$ cat src/rtl/vdp_sprite_meta_dma.sv
// Sprite metadata DMA: copies x/y/g attribute tables from a
// 16-bit source memory into the sprite core, reading only in vblank.
module vdp_sprite_meta_dma (
  input  logic        clk,
  input  logic        reset,
  input  logic        start,
  input  logic [15:0] src_base_address,
  input  logic [8:0]  count,
  input  logic [2:0]  block_mask,
  input  logic        vblank,
  output logic        busy,
  output logic        done,
  output logic [15:0] src_read_address,
  output logic        src_read_en,
  input  logic        src_read_ack,
  input  logic [15:0] src_read_data,
  input  logic        src_data_valid,
  output logic [7:0]  meta_address,
  output logic [15:0] meta_write_data,
  output logic [2:0]  meta_block_select,
  output logic        meta_we
);

  typedef enum logic [2:0] {
    S_IDLE, S_REQ, S_WAIT, S_WRITE, S_FINISH
  } state_t;

  state_t      state_q, state_d;
  logic [15:0] base_q, base_d;
  logic [8:0]  cnt_q, cnt_d;
  logic [2:0]  mask_q, mask_d;
  logic [1:0]  tbl_q, tbl_d;
  logic [7:0]  n_q, n_d;
  logic [15:0] data_q, data_d;
  logic [15:0] addr_q, addr_d;
  logic        en_q, en_d;

  logic [8:0]  cnt_clamp;
  logic        last_n;

  // State register and all datapath flops
  always_ff @(posedge clk) begin
    if (reset) begin
      state_q <= S_IDLE;
      base_q  <= '0;
      cnt_q   <= '0;
      mask_q  <= '0;
      tbl_q   <= '0;
      n_q     <= '0;
      data_q  <= '0;
      addr_q  <= '0;
      en_q    <= 1'b0;
    end else begin
      state_q <= state_d;
      base_q  <= base_d;
      cnt_q   <= cnt_d;
      mask_q  <= mask_d;
      tbl_q   <= tbl_d;
      n_q     <= n_d;
      data_q  <= data_d;
      addr_q  <= addr_d;
      en_q    <= en_d;
    end
  end

  // Next-state, sprite/table sequencing and registered read request
  always_comb begin
    state_d   = state_q;
    base_d    = base_q;
    cnt_d     = cnt_q;
    mask_d    = mask_q;
    tbl_d     = tbl_q;
    n_d       = n_q;
    data_d    = data_q;
    cnt_clamp = (count > 9'd256) ? 9'd256 : count;
    last_n    = (({1'b0, n_q} + 9'd1) >= cnt_q);
    unique case (state_q)
      S_IDLE: begin
        if (start) begin
          base_d = src_base_address;
          cnt_d  = cnt_clamp;
          mask_d = block_mask;
          n_d    = '0;
          if (cnt_clamp == 9'd0 || block_mask == 3'b000) begin
            state_d = S_FINISH;
          end else begin
            state_d = S_REQ;
            tbl_d   = block_mask[0] ? 2'd0 :
                      block_mask[1] ? 2'd1 : 2'd2;
          end
        end
      end
      S_REQ: begin
        if (en_q && src_read_ack) state_d = S_WAIT;
      end
      S_WAIT: begin
        if (src_data_valid) begin
          data_d  = src_read_data;
          state_d = S_WRITE;
        end
      end
      S_WRITE: begin
        if (!last_n) begin
          n_d     = n_q + 8'd1;
          state_d = S_REQ;
        end else if (tbl_q == 2'd0 && mask_q[1]) begin
          tbl_d   = 2'd1;
          n_d     = '0;
          state_d = S_REQ;
        end else if (tbl_q != 2'd2 && mask_q[2]) begin
          tbl_d   = 2'd2;
          n_d     = '0;
          state_d = S_REQ;
        end else begin
          state_d = S_FINISH;
        end
      end
      S_FINISH: state_d = S_IDLE;
      default:  state_d = S_IDLE;
    endcase
    // Request is registered, so it follows vblank one cycle late;
    // the address is frozen for the whole REQ stay.
    en_d   = (state_d == S_REQ) && vblank;
    addr_d = (state_d == S_REQ) ?
             base_d + {6'd0, tbl_d, n_d} : addr_q;
  end

  // Outputs decoded from registered state only
  always_comb begin
    busy              = (state_q != S_IDLE);
    done              = (state_q == S_FINISH);
    meta_we           = (state_q == S_WRITE);
    meta_block_select = meta_we ? (3'b001 << tbl_q) : 3'b000;
    meta_address      = n_q;
    meta_write_data   = data_q;
    src_read_en       = en_q;
    src_read_address  = addr_q;
  end

endmodule

$ cat config.mk
export PLATFORM = sky130hd
export DESIGN_NAME = vdp_sprite_meta_dma
export DESIGN_NICKNAME = d
export VERILOG_FILES = /design/src/rtl/vdp_sprite_meta_dma.sv
export SDC_FILE = /design/constraint.sdc
export NUM_CORES = 1
export LEC_CHECK = 0
export CORE_AREA = 2 2 97 99
export DETAILED_ROUTE_END_ITERATION = 16
export DIE_AREA = 0 0 99 101
export GPL_ROUTABILITY_DRIVEN = 0
export MAX_ROUTING_LAYER = met4
export PLACE_DENSITY = 0.79
export SLEW_MARGIN = 25
export SYNTH_ARGS = -nofsm -noshare
export SYNTH_HDL_FRONTEND = slang
export SYNTH_SLANG_ARGS = --single-unit
$ cat constraint.sdc
create_clock -name clk -period 4.25 [get_ports clk]
set_clock_uncertainty 0.05 [all_clocks]
set_input_delay 1.275 -clock clk [delete_from_list [all_inputs] [get_ports clk]]
set_output_delay 1.275 -clock clk [all_outputs]
set_load 0.005 [all_outputs]
* Yosys cells after proc, flatten, opt, wreduce, memory -nomap -nowiden
Index checks and enable logic that the tools add are counted.
** Storage, ports and cells
- Register bits :: 74
- Output and inout bits :: 47
- Word-level logic and storage cells :: 58
** Operators by class
- $add $sub $neg :: 3
- Order comparisons :: 2
- Equal/unequal tests :: 6
- Shifts and indexed selects :: 1
- Muxes and demuxes :: 25
- Reduce and logical (&&, ||, !) cells :: 12
** Operator list (count)
- $mux 16 :: 2
- $mux 8 :: 4
- $mux 3 :: 8
- $add 16x10->16 :: 1
- $pmux 8 s2 :: 1
- $mux 2 :: 7
- $pmux 3 s4 :: 1
- $add 8x1->9 const B :: 1
- $ge 9x9->1 :: 1
- $gt 9x9->1 const B :: 1
- $logic_not 9->1 :: 1
- $mux 9 :: 1
- $add 8x1->8 const B :: 1
- $eq 3x1->1 const B :: 2
- $eq 3x2->1 const B :: 2
- $logic_not 3->1 :: 2
- $logic_and 1x1->1 :: 4
- $pmux 2 s2 :: 1
- $reduce_and 2->1 :: 2
- $eq 3x3->1 const B :: 1
- $reduce_bool 3->1 :: 1
- $shl 1x2->3 const A :: 1
- $logic_not 2->1 :: 1
- $ne 2x2->1 const B :: 1
- $logic_or 1x1->1 :: 1

* Longest topological paths before layout
Gate-level depths: netlist of the first run.
- Depth after elaboration :: 9
- Gate-level depth with buffers :: 21
- Gate-level depth less buffers :: 20

* Least setup slack after synthesis of the first run
No wires, ideal clock.
- Path kind :: flip-flop to flip-flop
- From :: reg n_q[0] (netlist: meta_address[0])
- To :: reg addr_q[12] (netlist: src_read_address[12])
- Library setup time :: 59 ps
- Arrival :: 4374 ps
- Required time :: 4141 ps
- Setup slack :: -233 ps
- Cell stages (with the launch flop) :: 22
- Path buffers :: 1
- Clock period less this slack :: 4483 ps
- Cell sequence :: dfxtp_1 ha_1 and3_1 and3_1 and3_1 ha_1 nand2_1 nor2_1 a41oi_1 a21oi_1 clkbuf_1 o21ai_0 nand2_1 ha_1 inv_1 fa_1 nor2b_1 o2111ai_1 a31oi_1 nand3_1 a2111oi_2 a31o_1
** On the way
- Word-level cells in the longest chain between the ends :: 5
- Elaborated cells between the ends (all ways) :: 14
- Classes of those cells :: 3 x add/sub; 1 x order compare; 1 x eq/ne; 9 x mux
** RTL lines
- from (decl) :: RTL line 33 : logic [7:0] n_q, n_d;
- from (signal assigned) :: RTL line 59 : n_q <= n_d;
- $add 8x1->9 / $mux 8 (equally long branches) :: RTL line 76, 110
- $ge 9x9->1 / $mux 8 (equally long branches) :: RTL line 76, 106
- $mux 8 :: RTL line 103 : if (!last_n) begin
- $pmux 8 s2 * :: RTL line 77 : unique case (state_q)
- via n_d[0] :: RTL line 33
- $add 16x10->16 * :: RTL line 125 : base_d + {6'd0, tbl_d, n_d} : addr_q;
- to (signal assigned) :: RTL line 61 : addr_q <= addr_d;
- to (decl) :: RTL line 35 : logic [15:0] addr_q, addr_d;
Mark *: on every way through the listed nets, which the timed path passes. The rest lies on a longest branch.
A chain may end at the register's enable or synchronous reset.

* Final worst setup path of the first run
- From :: reg n_q[0] (netlist: meta_address[0])
- To :: reg addr_q[8] (netlist: src_read_address[8])
** On the way
- Word-level cells in the longest chain between the ends :: 5
- Elaborated cells between the ends (all ways) :: 14
- Classes of those cells :: 3 x add/sub; 1 x order compare; 1 x eq/ne; 9 x mux
** RTL lines
- $add 8x1->9 :: RTL line 76 : last_n = (({1'b0, n_q} + 9'd1) >= cnt_q);
- $ge 9x9->1 :: RTL line 76
- $mux 8 * :: RTL line 103
- $pmux 8 s2 * :: RTL line 77
- via n_d[4] :: RTL line 33
- $add 16x10->16 * :: RTL line 125
Marked as above.

==> impl_metrics.toml, run 1 <==
[yosys]
synth_xor_area_share_pct = 4.19
synthFlopType = "dfxtp_1"
muxShareOfSynthArea_pct = 1.76
synth_warnings = 0
ys_async_sr_fraction_pct = 0
synth-simple-area-share_pct = 23.1
yosys.area_share.adder_pct = 6.81
yosysUniqueCellTypes = 56
seq_area_frac_synth_pct = 36.8
yosysTopAreaCell = "dfxtp_1"
synthCells = 493
synth_top_area_share_pct = 36.8
synth_fp_nets = 564
synthTopCellsByArea = "dfxtp_1 (37%), nand2_1 (9.7%), a21oi_1 (8.6%)"
synth_edf_count = 0
synth-seq-cells = 73
synth_top_family_by_area = "simple AND/OR/NAND/NOR gates"
syn-cell-area_um2 = 3970
synth_compound_area_share_pct = 23.0
syn_area_per_cell_um2 = 8.06

[min_path]
min_from = "cnt_q[2]$_SDFFE_PP0P_"
hold_path_class = "reg2reg"
hold_path_depth = 2
min_to = "cnt_q[2]$_SDFFE_PP0P_"

[clock_network]
cts_buffer_depth = 2
clkSinkCount = 73
ctsHoldBuffers = 0
cts_buffers = 9
clk_latency_ns = 0.35
htreeDepth = 3
root_buffer = "clkbuf_8"
clkTransAtPathRegs_ns = 0.08
tritoncts = "built"

[critical_path]
critical_path.reg2reg.endpoint = "src_read_address[8]$_SDFFE_PP0N_"
cp.required_ns = 4.42
r2r_slack_ns = 0.05
critPathCaptureType = "flip-flop"
critPathMaxFanout = 4
reg2regPathDepth = 20
reg2reg_from = "meta_address[0]$_SDFF_PP0_"
cp.arrival_ns = 4.37
startpoint_type = "flip-flop"
worstSetupPathType = "reg2reg"

[cells_and_area]
num-fill-cells = 665
regArea_um2 = 1470
diodes = 0
layout.nets = 711
layout_commonest_cell = "nand2_1"
area_growth_pct = 53.0
final_cell_mix = "nand2_1 (98), clkdlybuf4s50_1 (94), dfxtp_1 (71), a21oi_1 (61), buf_4 (56)"
fin_area_um2 = 6070
drive_gt1_share_pct = 22.4
multiInputGateArea_um2 = 2760

[timing]
fin_crit_sh_pct = 98.9
setup_viol = 0
worst_pin_slew_ns = 0.699
hold_violations = 0
relSlewSlack_pct = 53.3
fin_ws_ns = 0.0488
fin_crit_ns = 4.20
hold_slack_ns = 0.409
clock.fmax_mhz = 238
maxSlewViolCount = 0

[place]
io_buffers = 96
dp_hpwl_um = 8540
placed_area_um2 = 5370
post-place-ws_ns = -0.330

[die]
io_pins = 97
start_util_pct = 44.2
coreArea_um2 = 8980
die-area_um2 = 10000
die_width_um = 99
rows = 35
die_h_um = 101

[global_routing]
use_met2_pct = 42.2
grt_pass1_vias = 4096
use_met1_pct = 29.4
grt_pass1_wl_um = 19300
grt_start_max_net_pins = 44
grt_usage_pct = 24.4
grt_most_used_layer = "met2"
antenna_found_initial = 0
grt_overflow = 0
met3_usage_pct = 3.88

[detailed_routing]
viasPerCell = 5.65
vias = 4263
drtIter0Drc = 196
route.detailed.drc = 0
dr.pass1.iters = 5
ant_nets = 0
routed_wl_um = 13100
wl_per_cell_um = 17.4

[status]
status = "complete, no violations"

[pwr]
powerDensity_nw_per_um2 = 281
peakVddDrop_mv = 0.211
power_leakage_nw = 2.37

[flow_run]
drv_cap = 0
==> power breakdown <==
part / internal [mW] / switching [mW]
sequential: 0.717 / 0.0231
combinational: 0.207 / 0.207
clock: 0.285 / 0.270
total: 1.21 / 0.500
==> worst max-delay path by stage <==
stage                                        endpoint  cells past startpoint                  startpoint  slack [ns]
global route        src_read_address[11]$_SDFFE_PP0N_                     19  meta_address[0]$_SDFF_PP0_       -0.09
floorplan           src_read_address[12]$_SDFFE_PP0N_                     14                       start       0.006
finish               src_read_address[8]$_SDFFE_PP0N_                     20  meta_address[0]$_SDFF_PP0_        0.05
global placement    src_read_address[11]$_SDFFE_PP0N_                     12                       start       -0.24
CTS                 src_read_address[12]$_SDFFE_PP0N_                     13                       start        0.02
detailed placement  src_read_address[12]$_SDFFE_PP0N_                     13                       start       -0.33
==> kinds of logic (layout without fill, tap and decap cells) <==
group | count (synthesis) | count (layout)
AND/OR/NAND/NOR | 194 | 194
multiplexers | 7 | 7
buffers and inverters | 37 | 188
adder cells (fa/ha/maj) | 21 | 21
XOR/XNOR | 19 | 19
AO/OA/AOI/OAI | 142 | 142
flip-flops | 73 | 73
==> metal layers <==
| layer | vias up | wire length (um) |
|---|---|---|
| li1 | 2044 | - |
| met4 | 0 | 457 |
| met3 | 46 | 808 |
| met2 | 210 | 6530 |
| met5 | - | 0 |
| met1 | 1963 | 5310 |
==> registers in the layout (all words and copies together) (netlist names) <==
name and count:
meta_write_data 16, meta_address 8, base_q 16, mask_q 2, state_q 3, src_read_en 1, tbl_q 2, cnt_q 9
src_read_address 16
==> cells in the mapped netlist (7+ instances only) <==
cell and number:
nand3b_1 10, nor2_1 18, inv_1 12, nand3_1 22, mux2i_1 7, ha_1 20, nand2_1 103, a21oi_1 68
xor2_1 7, xnor2_1 12, dfxtp_1 73, a21o_1 9, o21ai_0 22, clkbuf_1 18
==> timing repair <==
action                     4_1_cts  5_1_grt
pin swaps                        7       38
gates resized for setup         15       64
setup buffers                    4        9
gates cloned                     0        0
setup endpoints to repair        7       12
==> cell type report <==
cell class | instances | share of cell area (%)
clock buffer | 11 | 2.33
clock inverter | 4 | 0.886
inverter | 13 | 0.803
multi-input combinational | 383 | 45.4
sequential | 73 | 24.1
tap | 111 | 2.29
timing repair buffer | 160 | 24.2
==> worst max-delay path, stage by stage (launching register included) <==
cell and delay [ns]:
dfxtp_4 0.36, ha_4 0.15, and3_4 0.17, and3_4 0.18
xor2_1 0.14, ha_1 0.35, a21oi_2 0.15, o21ai_2 0.08
a41o_1 0.27, nor3_4 0.20, buf_4 0.16, buf_4 0.10
a21oi_1 0.09, a21oi_2 0.20, ha_4 0.26, a21o_1 0.23
nand2_2 0.14, nand3b_1 0.16, a21oi_2 0.23, xor2_1 0.26
o31ai_1 0.11
==> per-stage QoR <==
stage          total power, mW  instances  util [%]  setup TNS [ns]
2_1_floorplan            0.942        493         -               0
3_3_place_gp              1.10        730      59.8           -1.53
3_5_place_dp              1.11        730      59.8           -2.21
4_1_cts                   1.66        749      63.2               0
5_1_grt                   1.77        755      67.7          -0.387
6_report                  1.71        755      67.7               0
Note: power is estimated with default switching activity, not from simulation.
==> run 2: changes to the inputs <==
CTS_CLUSTER_DIAMETER = 50   (was not set)
==> results of run 2 <==
Same layout as run 1: the final DEF is identical, and so are final timing and power.
